**src/rtl/mc_ctrl_pkg.sv**
```systemverilog
// Shared encodings for the multi-cycle main control FSM: state enum,
// instruction field constants, ALU control codes and datapath mux selects.
package mc_ctrl_pkg;

  typedef enum logic [3:0] {
    S_FETCH   = 4'd0,
    S_DECODE  = 4'd1,
    S_REXEC   = 4'd2,
    S_RWB     = 4'd3,
    S_IEXEC   = 4'd4,
    S_IWB     = 4'd5,
    S_MEMADDR = 4'd6,
    S_MEMRD   = 4'd7,
    S_MEMWR   = 4'd8,
    S_LWB     = 4'd9,
    S_BRANCH  = 4'd10,
    S_JUMP    = 4'd11
  } state_t;

  localparam logic [5:0] OP_RTYPE = 6'h00;
  localparam logic [5:0] OP_J     = 6'h02;
  localparam logic [5:0] OP_BEQ   = 6'h04;
  localparam logic [5:0] OP_BNE   = 6'h05;
  localparam logic [5:0] OP_ADDI  = 6'h08;
  localparam logic [5:0] OP_LW    = 6'h23;
  localparam logic [5:0] OP_SW    = 6'h2B;

  localparam logic [5:0] FN_ADD = 6'h20;
  localparam logic [5:0] FN_SUB = 6'h22;
  localparam logic [5:0] FN_AND = 6'h24;
  localparam logic [5:0] FN_OR  = 6'h25;
  localparam logic [5:0] FN_SLT = 6'h2A;

  // Narrowest form of the ALU control codes; zero-extended at the ports.
  localparam logic [2:0] ALU_AND = 3'b000;
  localparam logic [2:0] ALU_OR  = 3'b001;
  localparam logic [2:0] ALU_ADD = 3'b010;
  localparam logic [2:0] ALU_SUB = 3'b110;
  localparam logic [2:0] ALU_SLT = 3'b111;

  localparam logic [1:0] SRCB_RT    = 2'b00;
  localparam logic [1:0] SRCB_FOUR  = 2'b01;
  localparam logic [1:0] SRCB_IMM   = 2'b10;
  localparam logic [1:0] SRCB_IMMSH = 2'b11;

  localparam logic [1:0] PCSRC_ALU    = 2'b00;
  localparam logic [1:0] PCSRC_ALUOUT = 2'b01;
  localparam logic [1:0] PCSRC_JUMP   = 2'b10;

endpackage

```
**src/rtl/multicycle_controls_alu_decoder.sv**
```systemverilog
// R-type funct field to ALU control code, with an illegal-funct flag.
module alu_decoder
  import mc_ctrl_pkg::*;
#(
  parameter int FUNCT_W = 6,
  parameter int ALUOP_W = 4
) (
  input  logic [FUNCT_W-1:0] i_funct,
  output logic [ALUOP_W-1:0] o_alu_op,
  output logic               o_illegal
);

  // Map funct to an ALU code; unknown functs report illegal and yield AND (zero).
  always_comb begin
    o_alu_op  = '0;
    o_illegal = 1'b0;
    case (i_funct)
      FUNCT_W'(FN_ADD): o_alu_op = ALUOP_W'(ALU_ADD);
      FUNCT_W'(FN_SUB): o_alu_op = ALUOP_W'(ALU_SUB);
      FUNCT_W'(FN_AND): o_alu_op = ALUOP_W'(ALU_AND);
      FUNCT_W'(FN_OR):  o_alu_op = ALUOP_W'(ALU_OR);
      FUNCT_W'(FN_SLT): o_alu_op = ALUOP_W'(ALU_SLT);
      default:          o_illegal = 1'b1;
    endcase
  end

endmodule

```
**src/rtl/multicycle_controls.sv**
```systemverilog
// Multi-cycle main control FSM for the MIPS-subset datapath.
//
//  state   | meaning
//  FETCH   | read instruction at PC, PC+4; advance on memReady
//  DECODE  | precompute branch target, dispatch on opcode
//  REXEC   | R-type ALU operation rs op rt
//  RWB     | write ALUOut to rd
//  IEXEC   | ADDI rs + imm
//  IWB     | write ALUOut to rt
//  MEMADDR | LW/SW effective address rs + imm
//  MEMRD   | data read at ALUOut; hold until memReady
//  MEMWR   | data write at ALUOut; hold until memReady
//  LWB     | write MDR to rt
//  BRANCH  | compare rs - rt, conditional PC load
//  JUMP    | unconditional PC load from jump target
module multicycle_controls
  import mc_ctrl_pkg::*;
#(
  parameter int OPCODE_W = 6,
  parameter int FUNCT_W  = 6,
  parameter int ALUOP_W  = 4
) (
  input  logic                clk,
  input  logic                rst_n,
  input  logic [OPCODE_W-1:0] opcode,
  input  logic [FUNCT_W-1:0]  funct,
  input  logic                memReady,
  output logic                memReq,
  output logic                memRead,
  output logic                memWrite,
  output logic                iorD,
  output logic                irWrite,
  output logic                pcWrite,
  output logic                pcWriteCond,
  output logic                branchNe,
  output logic [1:0]          pcSource,
  output logic                aluSrcA,
  output logic [1:0]          aluSrcB,
  output logic [ALUOP_W-1:0]  aluOp,
  output logic                regDst,
  output logic                regWrite,
  output logic                memToReg,
  output logic                illegalOp,
  output logic                instrDone
);

  state_t               r_state;
  state_t               w_next;
  logic [ALUOP_W-1:0]   w_funct_alu_op;
  logic                 w_funct_illegal;
  logic                 w_op_illegal;

  alu_decoder #(
    .FUNCT_W (FUNCT_W),
    .ALUOP_W (ALUOP_W)
  ) u_alu_decoder (
    .i_funct   (funct),
    .o_alu_op  (w_funct_alu_op),
    .o_illegal (w_funct_illegal)
  );

  // Unknown opcode, or an R-type carrying an unknown funct.
  always_comb begin
    w_op_illegal = 1'b0;
    case (opcode)
      OPCODE_W'(OP_RTYPE): w_op_illegal = w_funct_illegal;
      OPCODE_W'(OP_ADDI), OPCODE_W'(OP_LW), OPCODE_W'(OP_SW),
      OPCODE_W'(OP_BEQ), OPCODE_W'(OP_BNE), OPCODE_W'(OP_J): w_op_illegal = 1'b0;
      default: w_op_illegal = 1'b1;
    endcase
  end

  // State register; reset returns to FETCH and abandons any instruction in flight.
  always_ff @(posedge clk) begin
    if (!rst_n) r_state <= S_FETCH;
    else        r_state <= w_next;
  end

  // Next-state sequencing; memReady only matters in the three memory states.
  always_comb begin
    w_next = S_FETCH;
    case (r_state)
      S_FETCH:   w_next = memReady ? S_DECODE : S_FETCH;
      S_DECODE: begin
        if (w_op_illegal) w_next = S_FETCH;
        else begin
          case (opcode)
            OPCODE_W'(OP_RTYPE):                    w_next = S_REXEC;
            OPCODE_W'(OP_ADDI):                     w_next = S_IEXEC;
            OPCODE_W'(OP_LW), OPCODE_W'(OP_SW):     w_next = S_MEMADDR;
            OPCODE_W'(OP_BEQ), OPCODE_W'(OP_BNE):   w_next = S_BRANCH;
            OPCODE_W'(OP_J):                        w_next = S_JUMP;
            default:                                w_next = S_FETCH;
          endcase
        end
      end
      S_REXEC:   w_next = S_RWB;
      S_IEXEC:   w_next = S_IWB;
      S_MEMADDR: w_next = (opcode == OPCODE_W'(OP_LW)) ? S_MEMRD : S_MEMWR;
      S_MEMRD:   w_next = memReady ? S_LWB : S_MEMRD;
      S_MEMWR:   w_next = memReady ? S_FETCH : S_MEMWR;
      default:   w_next = S_FETCH;
    endcase
  end

  // Per-state datapath controls; everything is forced low while reset is asserted.
  always_comb begin
    memRead     = 1'b0;
    memWrite    = 1'b0;
    iorD        = 1'b0;
    irWrite     = 1'b0;
    pcWrite     = 1'b0;
    pcWriteCond = 1'b0;
    branchNe    = 1'b0;
    pcSource    = PCSRC_ALU;
    aluSrcA     = 1'b0;
    aluSrcB     = SRCB_RT;
    aluOp       = '0;
    regDst      = 1'b0;
    regWrite    = 1'b0;
    memToReg    = 1'b0;
    illegalOp   = 1'b0;
    instrDone   = 1'b0;
    if (rst_n) begin
      case (r_state)
        S_FETCH: begin
          memRead = 1'b1;
          aluSrcB = SRCB_FOUR;
          aluOp   = ALUOP_W'(ALU_ADD);
          irWrite = memReady;
          pcWrite = memReady;
        end
        S_DECODE: begin
          aluSrcB   = SRCB_IMMSH;
          aluOp     = ALUOP_W'(ALU_ADD);
          illegalOp = w_op_illegal;
        end
        S_REXEC: begin
          aluSrcA = 1'b1;
          aluOp   = w_funct_alu_op;
        end
        S_IEXEC, S_MEMADDR: begin
          aluSrcA = 1'b1;
          aluSrcB = SRCB_IMM;
          aluOp   = ALUOP_W'(ALU_ADD);
        end
        S_RWB: begin
          regDst    = 1'b1;
          regWrite  = 1'b1;
          instrDone = 1'b1;
        end
        S_IWB: begin
          regWrite  = 1'b1;
          instrDone = 1'b1;
        end
        S_MEMRD: begin
          memRead = 1'b1;
          iorD    = 1'b1;
        end
        S_MEMWR: begin
          memWrite  = 1'b1;
          iorD      = 1'b1;
          instrDone = memReady;
        end
        S_LWB: begin
          regWrite  = 1'b1;
          memToReg  = 1'b1;
          instrDone = 1'b1;
        end
        S_BRANCH: begin
          aluSrcA     = 1'b1;
          aluOp       = ALUOP_W'(ALU_SUB);
          pcWriteCond = 1'b1;
          pcSource    = PCSRC_ALUOUT;
          branchNe    = (opcode == OPCODE_W'(OP_BNE));
          instrDone   = 1'b1;
        end
        S_JUMP: begin
          pcWrite   = 1'b1;
          pcSource  = PCSRC_JUMP;
          instrDone = 1'b1;
        end
        default: ;
      endcase
    end
    memReq = memRead | memWrite;
  end

endmodule

```
**config.mk**
```make
export PLATFORM = sky130hd
export DESIGN_NAME = multicycle_controls
export DESIGN_NICKNAME = d
export VERILOG_FILES = /design/src/rtl/mc_ctrl_pkg.sv /design/src/rtl/multicycle_controls_alu_decoder.sv /design/src/rtl/multicycle_controls.sv
export SDC_FILE = /design/constraint.sdc
export NUM_CORES = 1
export LEC_CHECK = 0
export BUFFER_PORTS_ARGS = -buffer_cell sky130_fd_sc_hd__buf_2
export CORE_MARGIN = 4
export CORE_UTILIZATION = 38
export CTS_CLUSTER_SIZE = 10
export DETAILED_ROUTE_END_ITERATION = 8
export PLACE_DENSITY = 0.64
export SYNTH_ARGS = -nofsm -noshare
export SYNTH_HDL_FRONTEND = slang
export SYNTH_HIERARCHICAL = 1
export SYNTH_SLANG_ARGS = --single-unit
```
**constraint.sdc**
```tcl
create_clock -name clk -period 1.98 [get_ports clk]
set_input_delay 0.396 -clock clk [delete_from_list [all_inputs] [get_ports clk]]
set_output_delay 0.396 -clock clk [all_outputs]
set_load 0.02 [all_outputs]
```
### After elaboration in Yosys (flattened, before gate mapping)

Index checks and enable logic that the tools add are counted.

| cells by class | value |
|---|---|
| reductions and logical operators | 13 |
| bitwise logic cells | 1 |
| eq/ne operators | 22 |
| muxes and demuxes | 42 |

Operator list:

| kind | number |
|---|---|
| $eq 6x6->1 const B | 7 |
| $pmux 4 s7 | 1 |
| $mux 1 | 26 |
| $mux 4 | 5 |
| $pmux 4 s5 | 1 |
| $eq 4x3->1 const B | 4 |
| $eq 4x4->1 const B | 4 |
| $eq 6x3->1 const B | 2 |
| $pmux 3 s4 | 1 |
| $pmux 4 s3 | 1 |
| $reduce_or 2->1 | 5 |
| $reduce_or 5->1 | 2 |
| $eq 4x2->1 const B | 2 |
| $reduce_or 4->1 | 2 |
| $eq 6x2->1 const B | 1 |
| $eq 6x4->1 const B | 1 |
| $logic_not 6->1 | 1 |
| $pmux 1 s2 | 3 |
| $pmux 2 s3 | 1 |
| $reduce_or 6->1 | 1 |
| $eq 4x1->1 const B | 1 |
| $logic_not 4->1 | 1 |
| $mux 2 | 2 |
| $pmux 2 s2 | 1 |
| 2 further kinds | 2 |

| word-level totals | value |
|---|---|
| word-level logic and storage cells | 79 |
| input port bits | 15 |
| register bits | 4 |
| output and inout bits | 22 |

### Longest topological paths before layout

Gate-level depths: netlist of run 1.

| depth | value |
|---|---|
| depth after elaboration | 6 |
| gate-level depth with buffers | 5 |
| gate-level depth less buffers | 5 |

### Hierarchy

Netlist of run 1, hierarchy kept.

Modules (own cells, without submodules):

| module | cells each | area each (µm²) | instances |
|---|---|---|---|
| multicycle_controls | 106 | 683.2 | 1 |
| alu_decoder | 11 | 83.8 | 1 |

### Worst setup path before layout of run 1

OpenSTA, ideal clock, no wires.

| timing | value |
|---|---|
| kind | reg2out |
| start point | register r_state[0] |
| end point | output port branchNe |
| buffers on the path | 2 |
| arrival | 1.647 ns |
| setup slack | -0.063 ns |
| cell stages (with the launch flop) | 5 |
| cell sequence | dfxtp_1 buf_2 buf_2 nor3_1 and4_1 |

| on the way | value |
|---|---|
| word-level cells in the longest chain between the ends | 3 |

Ends and longest elaborated chain:

| what | RTL line | source |
|---|---|---|
| start, declared | multicycle_controls.sv:47 | `state_t r_state;` |
| start signal, assigned | multicycle_controls.sv:76 | `else r_state <= w_next;` |
| $eq 4x4->1 | multicycle_controls.sv:125 | `case (r_state)` |
| $mux 1 | multicycle_controls.sv:125 |  |
| $mux 1 | multicycle_controls.sv:124 | `if (rst_n) begin` |
| end, declared | multicycle_controls.sv:35 | `output logic branchNe,` |

Every way passes these cells.

### Worst setup path after layout of run 1

| timing | value |
|---|---|
| start point | input port funct[2] |
| end point | output port illegalOp |

| on the way | value |
|---|---|
| word-level cells in the longest chain between the ends | 6 |
| elaborated cells on any way between the ends | 10 |

Ends and longest elaborated chain:

| what | RTL line | source |
|---|---|---|
| start, declared | multicycle_controls.sv:26 | `input logic [FUNCT_W-1:0] funct,` |
| $eq 6x6->1 | multicycle_controls_alu_decoder.sv:17 | `case (i_funct)` |
| $reduce_or 5->1 (no source line) * | -- |  |
| $mux 1 * | multicycle_controls_alu_decoder.sv:17 |  |
| named net w_funct_illegal | multicycle_controls.sv:50 | `logic w_funct_illegal;` |
| $pmux 1 s2 * | multicycle_controls.sv:65 | `case (opcode)` |
| $mux 1 * | multicycle_controls.sv:125 |  |
| $mux 1 * | multicycle_controls.sv:124 |  |
| end, declared | multicycle_controls.sv:43 | `output logic illegalOp,` |

The timed path passes the listed nets; every way through them passes the cells marked *.

==> metrics.md, run 1 <==
| Metric | Value |
|---|---|
| Postcts setup bufs | 0 |
| Ys Warns | 6 |
| Cell count after placement | 174 |
| Largest Register | r_state |
| Minimum clock period | 2.08 ns |
| Fraction of layout cells with a size suffix above 1 | 37.5% |
| CP max FO | 2 |
| Avg Inst Size Synth | 6.56 um2 |
| Die X | 52.9 um |
| Routed WL per cell | 13.4 um |
| Clock Path Buffers | 2 |
| Vias | 1003 |
| Die ar. | 2800 um2 |
| CORE AREA | 1820 um2 |
| Worst Hold Slack | 0.569 ns |
| DR pass1 iterations | 4 |
| Largest net degree at the start of global routing | 16 |
| Setup TNS | -0.100 ns |
| Met1 usage | 22.1% |
| RSZ-0062 raised after global routing | true |
| CP max stage cell | or3_1 |
| Multi-input gate area | 631 um2 |
| ANT nets after route | 0 |
| Row cnt | 15 |
| Grt met2 use | 30.0% |
| Max-Cap Viols | 0 |
| Synth cell types | 49 |
| WS Path Type | in -> out |
| Main synth FF type | dfxtp_1 |
| Gpl congestion | 0.817 |
| Drt drc | 0 |
| Fmax | 0.481 GHz |
| # setup viols final | 1 |
| H-tree depth | 1 |
| CTS tree | done |
| Antenna Cells | 0 |
| Area Overhead vs Synth | 34.4% |
| Max IR drop VDD | 0.000407 V |
| CP Data Arrival Time | 1.68 ns |
| Cell mode on critical path | buf_6 |
| DRT Wirelength | 2370 um |
| Max reg flops | 4 |
| Vias per Instance | 5.67 |
| First-pass GRT wire length | 3740 um |
| Final period utilization | 105% |
| Fin cells | 177 |
| Fin area | 1030 um2 |
| Post-Route Skew | 0.00374 ns |
| Vias in the first global route | 890 |
| Number of flops mapped to enable cells by yosys | 0 |
| Failing checks | setup timing |
| CTS Sinks | 4 |
| Max Slew Vio Count | 0 |
| Final Worst Setup Slack | -0.100 ns |
| Reg area | 83.8 um2 |
| Number of fill cells | 197 |
| Total GRT Usage | 17.3% |
| Status | finished with violations |
| I/O pin count | 37 |
| Clock-pin slew on the worst setup and hold paths | 0.03 ns |
| Clock root cell | clkbuf_4 |
| Mapped cell area | 767 um2 |
| Leakage power | 0.445 nW |
| Cells after Synth | 117 |
| Worst setup EP type | primary output |
| Drt initial violations | 18 |
| CTS buffer count | 3 |
| Crit path launch type | input port |
| Async set-or-reset flop fraction in the synthesized netlist | 0% |
| Final Hold Viols | 0 |
| Syn Nets | 132 |
| CP cell instances | buf_6, mux2_4, or3_1, and3_4, o311a_1, buf_6 |
| Starting Density | 42.1% |
| GR Overflow Total | 0 |
| Die height | 52.9 um |
| Dpl hpwl | 1900 um |
| CP peak stage delay | 0.31 ns |
| Overall power | 0.000316 W |
| Nets | 169 |
| Yosys reg bits | 4 |
| Pwr dens | 306 nW/um2 |
| Path category of the worst min-delay check | in -> reg |
| CP Data Required Time | 1.58 ns |
| Sequential share of the synthesized area | 10.4% |
| Clk_lat worst skew | 0.23 ns |
| Port bufs | 35 |
| Post-CTS Hold Fix Bufs | 0 |
| GRT busiest layer | met2 |
| Largest regs | r_state (4) |
| Met3 usage | 3.38% |
| Placed inst area | 980 um2 |
| Initial antenna violation count | 0 |
[area by class of cell]
class	count	share of cell area [%]
multi-input combinational	99	61.2
timing repair buffer	43	24.4
sequential	4	8.13
tap	25	3.03
clock buffer	3	2.18
inverter	3	1.09
[Yosys cell counts (2+ instances only)]
library cell / count / area, um2
a211oi_1: 2 / 15.0
a21oi_1: 12 / 60.1
a31oi_1: 2 / 12.5
and3_1: 5 / 31.3
buf_2: 8 / 40.0
buf_4: 2 / 15.0
dfxtp_1: 4 / 80.1
inv_1: 3 / 11.3
nand2_1: 7 / 26.3
nand3_1: 2 / 10.0
nand4bb_1: 2 / 22.5
nor2_1: 15 / 56.3
nor2b_1: 3 / 18.8
nor3_1: 4 / 20.0
nor4_1: 4 / 25.0
o21ai_0: 4 / 20.0
o22a_1: 2 / 17.5
o311ai_0: 2 / 17.5
or2_1: 2 / 12.5
or3_1: 3 / 18.8
[where the power goes]
| group | internal (W) | total, W | switching (W) | leakage, nW |
|---|---|---|---|---|
| sequential | 0.0000834 | 0.0000900 | 0.00000660 | 0.0338 |
| combinational | 0.0000561 | 0.000129 | 0.0000728 | 0.397 |
| clock | 0.0000675 | 0.0000969 | 0.0000293 | 0.0138 |
| total | 0.000207 | 0.000316 | 0.000109 | 0.445 |
[final timing paths]
check | from | endpoint | slack [ns] | depth (start not counted)
max | funct[2] | illegalOp | -0.10 | 6
min reg2reg | r_state[3]$_SDFF_PN0_ | r_state[2]$_SDFF_PN0_ | 0.76 | 3
min | memReady | r_state[2]$_SDFF_PN0_ | 0.57 | 3
max reg2reg | r_state[0]$_SDFF_PN0_ | r_state[1]$_SDFF_PN0_ | 0.56 | 4
[layer usage]
metal	vias to the layer above	wire length (um)	part of all wire [%]
met5	-	0	0
met4	0	0	0
met3	0	156	6.6
met2	31	1130	48
met1	463	1070	45
li1	509	-	-
[cell families after synthesis]
group           count (synthesis)  share of synthesized area (%)
compound gates                 34                           29.2
xor+xnor                        2                           2.28
buf+inv                        14                           9.13
flops                           4                           10.4
mux                             2                           2.77
other cells                     1                          0.489
simple gates                   60                           45.7
[placed cells by master, fill, tap and decap left out, types with 4 or more instances in the layout]
cell,Yosys,layout
nor2_1,15,15
and3_1,5,4
buf_4,2,7
o21ai_0,4,4
nand2_1,7,7
buf_2,8,33
a21oi_1,12,12
nor4_1,4,4
[worst max-delay path: cells and delay by family]
kind / cells / cell delay [ns]
compound gates: 1 / 0.30
buf+inv: 2 / 0.24
mux: 1 / 0.28
simple gates: 2 / 0.47
[what timing repair did]
action | CTS | global route
cloned | 0 | 0
gates resized for setup | 6 | 3
setup endpoints to repair | 3 | 9
[stage by stage]
stage               worst slack [ns]  util, %
finish                        -0.100     56.6
floorplan                      0.102        -
CTS                          -0.0913     56.3
detailed placement            -0.121     53.8
global placement              -0.110     53.8
global route                  -0.125     56.6
(Power assumes the default switching activity.)
==> inputs of run 2 (changes only) <==
--- a/config.mk
+++ b/config.mk
@@ -10,6 +10,7 @@
 export CORE_UTILIZATION = 38
 export CTS_CLUSTER_SIZE = 10
 export DETAILED_ROUTE_END_ITERATION = 8
+export MAX_ROUTING_LAYER = met4
 export PLACE_DENSITY = 0.64
 export SYNTH_ARGS = -nofsm -noshare
 export SYNTH_HDL_FRONTEND = slang
==> metrics.md, run 2 (synthesis gave the netlist of run 1 again) <==
| Metric | Value |
|---|---|
| Status | finished with violations |
| Failing checks | setup timing |
| Commonest non-fill, non-tap cells in the layout | buf_2 (33), nor2_1 (15), a21oi_1 (12), nand2_1 (7), buf_4 (7) |
| Hold path depth | 3 |
| Max-Cap Viols | 0 |
| CTS Sinks | 4 |
| CTS buffer count | 3 |
| Fraction of layout cells with a size suffix above 1 | 37.5% |
| Max IR drop VDD | 0.000407 V |
| Register share of total power | 28.5% |
| CP max FO | 2 |
| Reg2Reg Setup Slack | 0.56 ns |
| Worst setup EP type | primary output |
| CP cell instances | buf_6, mux2_4, or3_1, and3_4, o311a_1, buf_6 |
| Vias in the first global route | 888 |
| Combinational power share | 40.8% |
| Clock root cell | clkbuf_4 |
| RSZ-0062 raised after global routing | true |
| Met3 usage | 3.38% |
| Starting Density | 42.1% |
| WS Path Type | in -> out |
| Post-Route Skew | 0.00374 ns |
| Psw | 0.000109 W |
| CTS tree | done |
| GRT busiest layer | met2 |
| Number of fill cells | 197 |
| Routed WL per cell | 13.3 um |
| Internal power | 0.000207 W |
| Largest Register | r_state |
| Clock Path Buffers | 2 |
| Final period utilization | 105% |
| Vias | 1003 |
| Die height | 52.9 um |
| Path category of the worst min-delay check | in -> reg |
| Leading cell type in the layout, fill and taps excluded | buf_2 |
| Antenna Cells | 0 |
| DR pass1 iterations | 4 |
| Drt initial violations | 18 |
| Initial antenna violation count | 0 |
| CP Data Arrival Time | 1.68 ns |
| Drt drc | 0 |
| Leakage power | 0.445 nW |
| Cell mode on critical path | buf_6 |
| First-pass GRT wire length | 3740 um |
| Row cnt | 15 |
| Max Slew Vio Count | 0 |
| Final Worst Setup Slack | -0.100 ns |
| Total GRT Usage | 17.7% |
| Clock network power share | 30.7% |
| Vias per Instance | 5.67 |
| Dpl hpwl | 1900 um |
| Post-CTS Hold Fix Bufs | 0 |
| Sw Ratio | 34.4% |
| CORE AREA | 1820 um2 |
| Grt met2 use | 30.0% |
| GR Overflow Total | 0 |
| CP Data Required Time | 1.58 ns |
| Clock-pin slew on the worst setup and hold paths | 0.03 ns |
| H-tree depth | 1 |
| ANT nets after route | 0 |
| Max reg flops | 4 |
| CP peak stage delay | 0.31 ns |
| Clk_lat worst skew | 0.23 ns |
| Pwr dens | 306 nW/um2 |
| CP max stage cell | or3_1 |
| Worst R2R Path Depth | 4 |
| Met1 usage | 22.1% |
| Crit path launch type | input port |
| Minimum clock period | 2.08 ns |
| Final Util | 56.6% |
| Final Hold Viols | 0 |
| Die X | 52.9 um |
| Gpl congestion | 0.829 |
| Largest regs | r_state (4) |
| Nets | 169 |
| Largest net degree at the start of global routing | 16 |
| # setup viols final | 1 |
| Port bufs | 35 |
| I/O pin count | 37 |
| Fin cells | 177 |
| Area Overhead vs Synth | 34.4% |
| Fmax | 0.481 GHz |
| DRT Wirelength | 2360 um |
| Die ar. | 2800 um2 |
| Cell count after placement | 174 |
==> run 2: cell counts in the layout (fill, tap and decap cells not counted) <==
Identical to the previous run, type by type.
==> run 2: layout make-up <==
type	count	area, um2	share of cell area [%]
well taps	25	31.3	3.03
multi-input cells	99	631	61.2
inverters	3	11.3	1.09
repair buffers	43	251	24.4
clock buffers	3	22.5	2.18
flip-flops and latches	4	83.8	8.13
==> run 2: worst paths after layout <==
kind,from,endpoint
min,memReady,r_state[2]$_SDFF_PN0_
min reg2reg,r_state[3]$_SDFF_PN0_,r_state[2]$_SDFF_PN0_
max,funct[2],illegalOp
max reg2reg,r_state[0]$_SDFF_PN0_,r_state[1]$_SDFF_PN0_
==> run 2: timing repair <==
item / 4_1_cts / 5_1_grt
resized for setup: 6 / 3
endpoints found under the setup margin: 3 / 9
cloned: 0 / 0
buffers inserted: 0 / 0
pin swaps: 0 / 0
==> run 2: critical path: cells and delay by family <==
kind / cells / cell delay (ns)
AND/OR/NAND/NOR: 2 / 0.47
AO/OA/AOI/OAI: 1 / 0.30
multiplexers: 1 / 0.28
buffers and inverters: 2 / 0.24
==> run 2: power by group through the flow <==
stage               logic [W]  clock network (W)  registers, W
floorplan           0.0000786                  0     0.0000854
finish               0.000129          0.0000969     0.0000900
global placement     0.000121                  0     0.0000906
CTS                  0.000128           0.000101     0.0000896
detailed placement   0.000123                  0     0.0000905
global route         0.000140           0.000109     0.0000904
==> run 2: per-stage QoR <==
stage               TNS [ns]  setup WS, ns  total power, W  instance area, um2  hold slack [ns]
floorplan                  0         0.102        0.000164                 772            0.605
global placement      -0.110        -0.110        0.000212                 980            0.797
detailed placement    -0.121        -0.121        0.000214                 980            0.804
CTS                  -0.0913       -0.0913        0.000319                1020            0.568
global route          -0.125        -0.125        0.000339                1030            0.579
finish                -0.100        -0.100        0.000316                1030            0.569
==> run 2: routing by layer <==
metal,up-vias,share of wire (%)
met5,-,0
met4,0,0
met3,0,6.6
met2,31,48
met1,463,45
li1,509,-
